--- src/rtl/gate_ctrl_pkg.sv ---
// Shared types and constants for the gate controller.
package gate_ctrl_pkg;

  localparam int COUNT_W  = 4;
  localparam int HOLD_CYC = 2;
  localparam int DENY_GAP = 4;

  typedef enum logic [1:0] {
    IDLE  = 2'd0,
    ENTRY = 2'd1,
    EXIT  = 2'd2,
    HOLD  = 2'd3
  } gate_state_t;

endpackage

--- src/rtl/gate_timer.sv ---
// Loadable down-counter with clear; expired is high once the count reaches zero.
module gate_timer #(
  parameter int W = 8
) (
  input  logic         clk,
  input  logic         reset,
  input  logic         clear,
  input  logic         load,
  input  logic [W-1:0] load_val,
  output logic         expired
);

  logic [W-1:0] cnt;

  always_ff @(posedge clk) begin
    if (reset || clear) begin
      cnt <= '0;
    end else if (load) begin
      cnt <= load_val;
    end else if (cnt != '0) begin
      cnt <= cnt - 1'b1;
    end
  end

  assign expired = (cnt == '0);

endmodule

--- src/rtl/gate_ctrl.sv ---
// Entry/exit gate sequencer with round-robin arbitration, capacity deny and optional
// open-gate timeout (enabled by defining GATE_CTRL_TIMEOUT_EN).
module gate_ctrl
  import gate_ctrl_pkg::*;
#(
  parameter int CAPACITY    = 12,
  parameter int TIMEOUT_CYC = 200
) (
  input  logic               clk,
  input  logic               reset,
  input  logic               req_in,
  input  logic               req_out,
  input  logic [COUNT_W-1:0] count,
  output logic               gate_in_open,
  output logic               gate_out_open,
  output logic               full,
  output logic               deny,
  output logic               timeout_err,
  output logic [1:0]         state_dbg
);

  localparam int HOLD_W = (HOLD_CYC > 1) ? $clog2(HOLD_CYC) : 1;
  localparam int GAP_W  = (DENY_GAP > 1) ? $clog2(DENY_GAP) : 1;
  localparam logic [HOLD_W-1:0]  HOLD_LAST = HOLD_W'(HOLD_CYC - 1);
  localparam logic [GAP_W-1:0]   GAP_LOAD  = GAP_W'(DENY_GAP - 1);
  localparam logic [COUNT_W-1:0] CAP       = COUNT_W'(CAPACITY);

  gate_state_t        state, state_nxt;
  logic [COUNT_W-1:0] snap, snap_nxt;
  logic [COUNT_W-1:0] snap_inc, snap_dec;
  logic [HOLD_W-1:0]  hold_cnt, hold_nxt;
  logic [GAP_W-1:0]   gap, gap_nxt;
  logic               rr_exit_next, rr_nxt;
  logic               deny_nxt;

`ifdef GATE_CTRL_TIMEOUT_EN
  localparam int TMR_W = $clog2(TIMEOUT_CYC + 1);
  localparam logic [TMR_W-1:0] TMR_LOAD = TMR_W'(TIMEOUT_CYC - 1);

  logic timer_load, timer_exp, tmo_nxt;

  gate_timer #(.W(TMR_W)) u_timer (
    .clk      (clk),
    .reset    (reset),
    .clear    (state == HOLD),
    .load     (timer_load),
    .load_val (TMR_LOAD),
    .expired  (timer_exp)
  );
`endif

  assign snap_inc = snap + 1'b1;
  assign snap_dec = snap - 1'b1;

  always_comb begin
    state_nxt = state;
    snap_nxt  = snap;
    hold_nxt  = hold_cnt;
    gap_nxt   = gap;
    rr_nxt    = rr_exit_next;
    deny_nxt  = 1'b0;
`ifdef GATE_CTRL_TIMEOUT_EN
    timer_load = 1'b0;
    tmo_nxt    = 1'b0;
`endif
    case (state)
      IDLE: begin
        snap_nxt = count;
        if (!req_in) begin
          gap_nxt = '0;
        end else if (gap != '0) begin
          gap_nxt = gap - 1'b1;
        end
        // Exit wins when alone or when it is exit's turn; a refused entry still counts as served.
        if (req_out && (!req_in || rr_exit_next)) begin
          state_nxt = EXIT;
          rr_nxt    = 1'b0;
          gap_nxt   = '0;
`ifdef GATE_CTRL_TIMEOUT_EN
          timer_load = 1'b1;
`endif
        end else if (req_in) begin
          rr_nxt = 1'b1;
          if (!full) begin
            state_nxt = ENTRY;
            gap_nxt   = '0;
`ifdef GATE_CTRL_TIMEOUT_EN
            timer_load = 1'b1;
`endif
          end else if (gap == '0) begin
            deny_nxt = 1'b1;
            gap_nxt  = GAP_LOAD;
          end
        end
      end
      ENTRY: begin
        if (count == snap_inc) begin
          state_nxt = HOLD;
          hold_nxt  = '0;
        end
`ifdef GATE_CTRL_TIMEOUT_EN
        else if (timer_exp) begin
          state_nxt = HOLD;
          hold_nxt  = '0;
          tmo_nxt   = 1'b1;
        end
`endif
      end
      EXIT: begin
        if (count == snap_dec) begin
          state_nxt = HOLD;
          hold_nxt  = '0;
        end
`ifdef GATE_CTRL_TIMEOUT_EN
        else if (timer_exp) begin
          state_nxt = HOLD;
          hold_nxt  = '0;
          tmo_nxt   = 1'b1;
        end
`endif
      end
      HOLD: begin
        if (hold_cnt == HOLD_LAST) begin
          state_nxt = IDLE;
          hold_nxt  = '0;
        end else begin
          hold_nxt = hold_cnt + 1'b1;
        end
      end
      default: state_nxt = IDLE;
    endcase
  end

  always_ff @(posedge clk) begin
    if (reset) begin
      state         <= IDLE;
      snap          <= '0;
      hold_cnt      <= '0;
      gap           <= '0;
      rr_exit_next  <= 1'b1;
      gate_in_open  <= 1'b0;
      gate_out_open <= 1'b0;
      full          <= 1'b0;
      deny          <= 1'b0;
    end else begin
      state         <= state_nxt;
      snap          <= snap_nxt;
      hold_cnt      <= hold_nxt;
      gap           <= gap_nxt;
      rr_exit_next  <= rr_nxt;
      gate_in_open  <= (state_nxt == ENTRY);
      gate_out_open <= (state_nxt == EXIT);
      full          <= (count >= CAP);
      deny          <= deny_nxt;
    end
  end

`ifdef GATE_CTRL_TIMEOUT_EN
  always_ff @(posedge clk) begin
    if (reset) begin
      timeout_err <= 1'b0;
    end else begin
      timeout_err <= tmo_nxt;
    end
  end
`else
  assign timeout_err = 1'b0;
`endif

  assign state_dbg = state;

endmodule

--- config.mk ---
export PLATFORM = sky130hd
export DESIGN_NAME = gate_ctrl
export DESIGN_NICKNAME = d
export VERILOG_FILES = /design/src/rtl/gate_ctrl_pkg.sv /design/src/rtl/gate_timer.sv /design/src/rtl/gate_ctrl.sv
export SDC_FILE = /design/constraint.sdc
export NUM_CORES = 1
export LEC_CHECK = 0
export CORE_MARGIN = 2
export CORE_UTILIZATION = 51
export CTS_CLUSTER_SIZE = 25
export DETAILED_ROUTE_END_ITERATION = 7
export PLACE_DENSITY = 0.88
export SLEW_MARGIN = 15
export SYNTH_ARGS = -nofsm -noshare
export SYNTH_HDL_FRONTEND = slang
export SYNTH_SLANG_ARGS = --single-unit
--- constraint.sdc ---
create_clock -name clk -period 2.9 [get_ports clk]
set_input_delay 0.29 -clock clk [delete_from_list [all_inputs] [get_ports clk]]
set_output_delay 0.29 -clock clk [all_outputs]
set_load 0.05 [all_outputs]
==> run summary, run 1 <==
### Pwr
• Flop pwr share: 0.434
• Static Leakage: 0.364 nW
• overall power: 0.527 mW
• Sw Pwr: 0.180 mW
• Internal Dissipation: 0.347 mW
• clock group share of total power: 0.270
• relative contribution of combinational cells to total power: 0.296
• switching part of the total power: 0.342
• ratio of total power to cell area: 602 mW/mm²
• worst vdd ir: 388 µV

### Synth
• main combinational cell family by area after synthesis: simple AND/OR/NAND/NOR gates
• EDFF count, synth: 0
• post-synthesis instance total: 86
• Syn Nets: 96
• Yosys warning count: 0
• share of Yosys cell area claimed by the top area cell type: 0.394
• main area contributors after synthesis: dfxtp_1 (39%), nand2_1 (6.9%), xnor2_1 (6.2%), a21oi_1 (5.6%), nor2_1 (4.8%)
• fraction of the mapped netlist area in compound gates: 0.134
• simple logic cell fraction of the synthesized area: 0.268
• multiplexer share of the synthesized area: 0
• post-synthesis share of cell area spent on full adders, half adders and majority gates: 0.0352
• leading area contributor after synthesis: dfxtp_1
• cell area after synthesis: 711 µm²
• register bit count reported by yosys: 14
• Avg Inst Size Synth: 8.26 µm²
• register area share after synthesis: 0.394
• Synth Area in XOR/XNOR: 0.109
• fraction of registers with async set/reset: 0
• count of different cell masters after synthesis: 27
• Main synth FF type: dfxtp_1

### Die
• initial core utilization: 0.546
• overall die area: 0.00171 mm²
• Core ar.: 0.00130 mm²
• Site Rows: 13
• number of top-level pins: 15
• die span in x: 41.3 µm
• die extent in y: 41.3 µm

### Critical path
• crit path DAT: 1.65 ns
• Crit path max-delay family: buffers and inverters
• critical path depth in cells: 1
• Critical Path Sink: state_dbg[0]
• cell depth of the worst flop-to-flop path: 7
• worst path cell trace: clkdlybuf4s50_1
• worst-path fanout max: 10
• Setup crit end kind: output pin
• Reg2Reg Capture Point: state_dbg[1]
• worst path bufs/invs: 1
• startpoint kind of the worst setup timing path: flop
• critical path start-end classification: reg2out
• startpoint of the most critical register-to-register path: snap[0]
• register-to-register path setup slack: 1.09 ns
• required time of the worst setup path: 2.61 ns
• crit path max-delay cell type: clkdlybuf4s50_1
• slowest cell delay on critical path: 0.86 ns
• start point of the critical path: state_dbg[0]

### Clocking
• cts repair resizes: 0
• number of H-tree levels: 1
• clock buffer count from CTS: 3
• clock input transition at the sequential cells of the worst setup and hold paths: 0.08 ns
• largest buffer count on any clock path: 2
• Skew-Pair Late Insertion Delay: 0.29 ns
• TritonCTS clock tree: built
• CTS Hold Bufs: 0
• master cell of the clock root buffer: clkbuf_4
• total setup buffers inserted after CTS: 0
• clock tree sinks: 14

### Route
• Total Wirelength: 1.43 mm
• Avg Vias per Cell: 5.37
• detailed router's first-iteration violation count: 8
• final antenna-violating net count: 0
• DRC errors left: 0
• Pre-Repair DR Iteration Count: 4
• vias post-DR: 612
• wire length per cell: 12.6 µm

### Global routing
• GRT Total Usage: 0.206
• number of global-route vias before repair: 506
• initial antenna violation count: 0
• wire length of the first global-routing pass: 2.16 mm
• sum of overflow across all layers after global routing: 0
• maximum number of pins on one net before global-route repair: 14

### Final layout
• antenna diode instance count: 0
• Area Growth Syn to Fin: 23.2%
• filler instances: 107
• layout net count: 110
• layout cell share with drive strength beyond 1: 0.131

### Timing
• setup repair after global routing missed its margin: no
• post-route clock skew: 0.00494 ns
• final total negative setup slack: 0 ns
• final period utilization: 0.668
• Max Clock Freq: 516 MHz
• Max-slew headroom: 0.650
• Worst Tran Pin Value: 0.524 ns
• Min Clock Period, post-route: 1.94 ns
• final-report hold violation count: 0
• number of pins with negative max-slew slack in the final report: 0
• number of failing setup endpoints in the final timing report: 0
• final worst hold slack: 0.455 ns
• final setup margin: 0.962 ns

### Hold path
• kind of path behind the tightest hold check: reg2reg
• Hold Path Depth: 1

### Place
• GPL Wtd Cong: 0.752
• quantity of I/O buffers inserted on ports: 13
• worst slack after detailed placement: 0.953 ns
• total half-perimeter wirelength after legalization and detailed placement: 1.04 mm

### Job
• number of maximum-capacitance constraint violations: 0

### Outcome
• status: finished, final reports clean

-- cell usage after synthesis (2+ instances only) --
master,instances
nor3_2,2
xor2_1,2
nor2_1,9
inv_1,5
xnor2_1,5
nand2_1,13
a21oi_1,8
o21ai_0,3
nand3_1,2
nor4_2,2
nor3_1,4
ha_1,2
dfxtp_1,14
clkbuf_1,2
-- layer usage --
| layer | GRT usage | routed length [µm] | vias to the layer above |
|---|---|---|---|
| met5 | 0 | 0 | - |
| met4 | 0.121 | 34 | 0 |
| met3 | 0.0479 | 51 | 5 |
| met2 | 0.383 | 743 | 13 |
| met1 | 0.207 | 601 | 280 |
| li1 | - | - | 314 |
-- power groups by stage --
stage / Sequential, mW / Combinational [mW] / Clock [mW]
final: 0.229 / 0.156 / 0.142
after global routing: 0.231 / 0.171 / 0.149
after CTS: 0.228 / 0.157 / 0.144
after detailed placement: 0.233 / 0.156 / 0
after global placement: 0.231 / 0.151 / 0
after floorplan: 0.253 / 0.0919 / 0
-- state kept, by name, summed over array words and instances, names as in the netlist --
name and cells:
deny 1, full 1, gap 2, gate_in_open 1, gate_out_open 1, hold_cnt 1, rr_exit_next 1, snap 4
state_dbg 2
-- stage by stage --
step,cell area [µm²],cells,util
floorplan,711,86,-
global placement,840,110,0.645
detailed placement,840,110,0.645
CTS,876,114,0.673
global route,876,114,0.673
finish,876,114,0.673
-- cell usage in the layout, fill, tap and decap left out --
cell type,count
xor2_2,1
conb_1,1
a21oi_1,8
dfxtp_1,14
clkbuf_4,3
clkdlybuf4s50_1,13
and3_1,1
o211a_1,1
ha_1,2
o221a_2,1
nand4_1,1
nand2_1,13
nor4_2,2
clkbuf_8,1
o21ai_0,3
nor3_2,2
a32o_2,1
inv_1,5
or2_2,1
nand3_1,2
xor2_1,2
nor3_1,4
nor4_1,1
nor2_1,9
o21bai_1,1
xnor2_1,5
and2_2,1
-- area by class of cell --
| cell class | instances | area, µm² | share of cell area |
|---|---|---|---|
| Inverter | 5 | 18.8 | 0.0214 |
| Tap cell | 15 | 18.8 | 0.0214 |
| Sequential cell | 14 | 280 | 0.320 |
| Multi-Input combinational cell | 63 | 392 | 0.447 |
| Clock buffer | 4 | 36.3 | 0.0414 |
| Timing Repair Buffer | 13 | 130 | 0.149 |
-- kinds of logic after synthesis --
logic type | Yosys count
AO/OA/AOI/OAI | 15
XOR/XNOR | 8
adder cells (fa/ha/maj) | 2
buffers and inverters | 9
flip-flops | 14
other | 1
AND/OR/NAND/NOR | 37
-- worst min path at each step --
stage,from,to,slack [ns]
global placement,gap[1],deny,0.43
CTS,gap[1],deny,0.46
global route,gap[1],deny,0.47
detailed placement,gap[1],deny,0.44
finish,gap[1],deny,0.45
floorplan,reset,gate_in_open,0.36
Power figures use the tool's default switching activity.
==> inputs of run 2 (changes only) <==
--- a/config.mk
+++ b/config.mk
@@ -6,10 +6,10 @@
 export NUM_CORES = 1
 export LEC_CHECK = 0
 export CORE_MARGIN = 2
-export CORE_UTILIZATION = 51
+export CORE_UTILIZATION = 48
 export CTS_CLUSTER_SIZE = 25
 export DETAILED_ROUTE_END_ITERATION = 7
-export PLACE_DENSITY = 0.88
+export PLACE_DENSITY = 0.84
 export SLEW_MARGIN = 15
 export SYNTH_ARGS = -nofsm -noshare
 export SYNTH_HDL_FRONTEND = slang
==> constraint.sdc (replaced) <==
create_clock -name clk -period 1.8 [get_ports clk]
set_input_delay 0.18 -clock clk [delete_from_list [all_inputs] [get_ports clk]]
set_output_delay 0.18 -clock clk [all_outputs]
set_load 0.05 [all_outputs]
==> run 2 against run 1 <==
Core utilization decreased by 0.12 points. Wire length increased by 2.7%. Total power increased by 63%. Worst hold slack improved by 0.0036 ns. Critical endpoint is now hold_cnt. Largest power group unchanged.
==> run summary, run 2 (synthesis gave the netlist of run 1 again) <==
### Clocking
• largest buffer count on any clock path: 2, unchanged
• Skew-Pair Late Insertion Delay: 0.28 ns, was 0.29 ns
• clock input transition at the sequential cells of the worst setup and hold paths: 0.08 ns, about the same
• total setup buffers inserted after CTS: 0, unchanged
• clock tree sinks: 14, unchanged
• TritonCTS clock tree: built, unchanged
• master cell of the clock root buffer: clkbuf_4, unchanged
• clock buffer count from CTS: 3, unchanged
• number of H-tree levels: 1, unchanged

### Global routing
• number of global-route vias before repair: 574, was 506
• initial antenna violation count: 0, unchanged
• GRT Total Usage: 0.178, was 0.206
• wire length of the first global-routing pass: 2.40 mm, was 2.16 mm
• maximum number of pins on one net before global-route repair: 11, was 14
• sum of overflow across all layers after global routing: 0, unchanged

### Timing
• Max Clock Freq: 575 MHz
• final period utilization: 0.966
• Min Clock Period, post-route: 1.74 ns
• final-report hold violation count: 0, unchanged
• post-route clock skew: 0.00475 ns, was 0.00494 ns
• number of failing setup endpoints in the final timing report: 0, unchanged
• final setup margin: 0.0619 ns, was 0.962 ns
• number of pins with negative max-slew slack in the final report: 0, unchanged

### Hold path
• worst hold start: gap[1], unchanged
• Hold Path Depth: 1, unchanged
• kind of path behind the tightest hold check: reg2reg, unchanged

### Critical path
• crit path DAT: 1.90 ns, was 1.65 ns
• cell depth of the worst flop-to-flop path: 6, was 7
• start point of the critical path: snap[1], was state_dbg[0]
• critical path start-end classification: reg2reg, was reg2out
• required time of the worst setup path: 1.96 ns, was 2.61 ns
• startpoint kind of the worst setup timing path: flop, unchanged
• Setup crit end kind: flop, was output pin
• worst-path fanout max: 5, was 10
• startpoint of the most critical register-to-register path: snap[1], was snap[0]

### Pwr
• Sw Pwr: 0.287 mW, was 0.180 mW
• worst vdd ir: 596 µV, was 388 µV
• Static Leakage: 0.400 nW, was 0.364 nW
• Flop pwr share: 0.426, was 0.434
• ratio of total power to cell area: 948 mW/mm², was 602 mW/mm²
• switching part of the total power: 0.334, was 0.342
• Internal Dissipation: 0.573 mW, was 0.347 mW
• relative contribution of combinational cells to total power: 0.317, was 0.296
• clock group share of total power: 0.256, was 0.270

### Route
• met3 WL post-DR: 40 µm, was 51 µm
• Pre-Repair DR Iteration Count: 4, unchanged
• Top Metal Used: met4, unchanged
• final antenna-violating net count: 0, unchanged
• routed metal-1 wirelength: 666 µm, was 601 µm
• vias post-DR: 633, was 612
• detailed router's first-iteration violation count: 10, was 8
• Avg Vias per Cell: 5.41, was 5.37
• Total Wirelength: 1.47 mm, was 1.43 mm
• wire length per cell: 12.6 µm, about the same
• sum of met2 wire segment lengths after detailed routing: 698 µm, was 743 µm
• DRC errors left: 0, unchanged

### Place
• total half-perimeter wirelength after legalization and detailed placement: 1.07 mm, was 1.04 mm
• Placed Instance Area: 860 µm², was 840 µm²
• quantity of I/O buffers inserted on ports: 13, unchanged
• worst slack after detailed placement: -0.0374 ns, was 0.953 ns
• GPL Wtd Cong: 0.771, was 0.752

### Final layout
• layout net count: 113, was 110
• Design Area, Final: 907 µm², was 876 µm²
• filler instances: 123, was 107
• antenna diode instance count: 0, unchanged
• Area Growth Syn to Fin: 27.6%, was 23.2%
• commonest cells after routing, fill and taps aside: nand2_1 (13), dfxtp_1 (13), clkdlybuf4s50_1 (11), was dfxtp_1 (14), nand2_1 (13), clkdlybuf4s50_1 (13)
• flip-flop count of the largest register, all copies and words added: 4, unchanged
• layout cell share with drive strength beyond 1: 0.186, was 0.131
• top register by number of flip-flops: snap, unchanged

### Job
• number of maximum-capacitance constraint violations: 0, unchanged

### Die
• Site Rows: 13, unchanged
• overall die area: 0.00180 mm², was 0.00171 mm²
• die extent in y: 42.5 µm, was 41.3 µm
• number of top-level pins: 15, unchanged
• initial core utilization: 0.526, was 0.546
• die span in x: 42.5 µm, was 41.3 µm
• Core ar.: 0.00135 mm², was 0.00130 mm²

### Outcome
• status: finished, final reports clean, unchanged

-- run 2: through the flow --
step	hold slack, ns	TNS, ns	utilization	power [mW]	std cells
2_1_floorplan	0.251	0	-	0.556	86
3_3_place_gp	0.439	-0.00445	0.637	0.627	113
3_5_place_dp	0.450	-0.0964	0.637	0.636	113
4_1_cts	0.462	0	0.664	0.860	117
5_1_grt	0.497	-0.0284	0.672	0.913	117
6_report	0.458	0	0.672	0.860	117
-- run 2: cell type report --
class / instances / area, µm² / area share
Clock buffer: 4 / 36.3 / 0.0400
Inverter: 5 / 18.8 / 0.0207
Sequential cell: 14 / 282 / 0.310
Multi-Input combinational cell: 63 / 399 / 0.440
Tap cell: 15 / 18.8 / 0.0207
Timing Repair Buffer: 16 / 153 / 0.168
-- run 2: path summary, 6_finish.rpt --
| kind | to | slack (ns) |
|---|---|---|
| worst max-delay path | hold_cnt | 0.06 |
| worst min-delay path | deny | 0.46 |
| worst max register to register | hold_cnt | 0.06 |
| worst min register to register | deny | 0.46 |
-- run 2: per-layer routing --
metal,global-route usage,vias to the layer above
li1,-,320
met5,0,-
met3,0.0474,6
met2,0.277,21
met1,0.206,286
met4,0.131,0
-- run 2: timing repair --
item / 4_1_cts / 5_1_grt
hold endpoints to repair: 0 / 0
endpoints found under the setup margin: 0 / 6
gates resized for setup: 0 / 3
hold buffers: 0 / 0
-- run 2: power groups by stage --
stage | Clock, mW | Combinational (mW) | Sequential, mW
after floorplan | 0 | 0.148 | 0.408
final | 0.220 | 0.273 | 0.367
after global placement | 0 | 0.257 | 0.370
after global routing | 0.245 | 0.296 | 0.372
after CTS | 0.230 | 0.265 | 0.365
after detailed placement | 0 | 0.264 | 0.373
-- run 2: critical path: stages (launching register included) --
cell,delay [ns]
dfxtp_2,0.39
inv_1,0.06
ha_1,0.32
xnor2_2,0.17
nor4_2,0.37
o221a_2,0.26
nor3_2,0.04
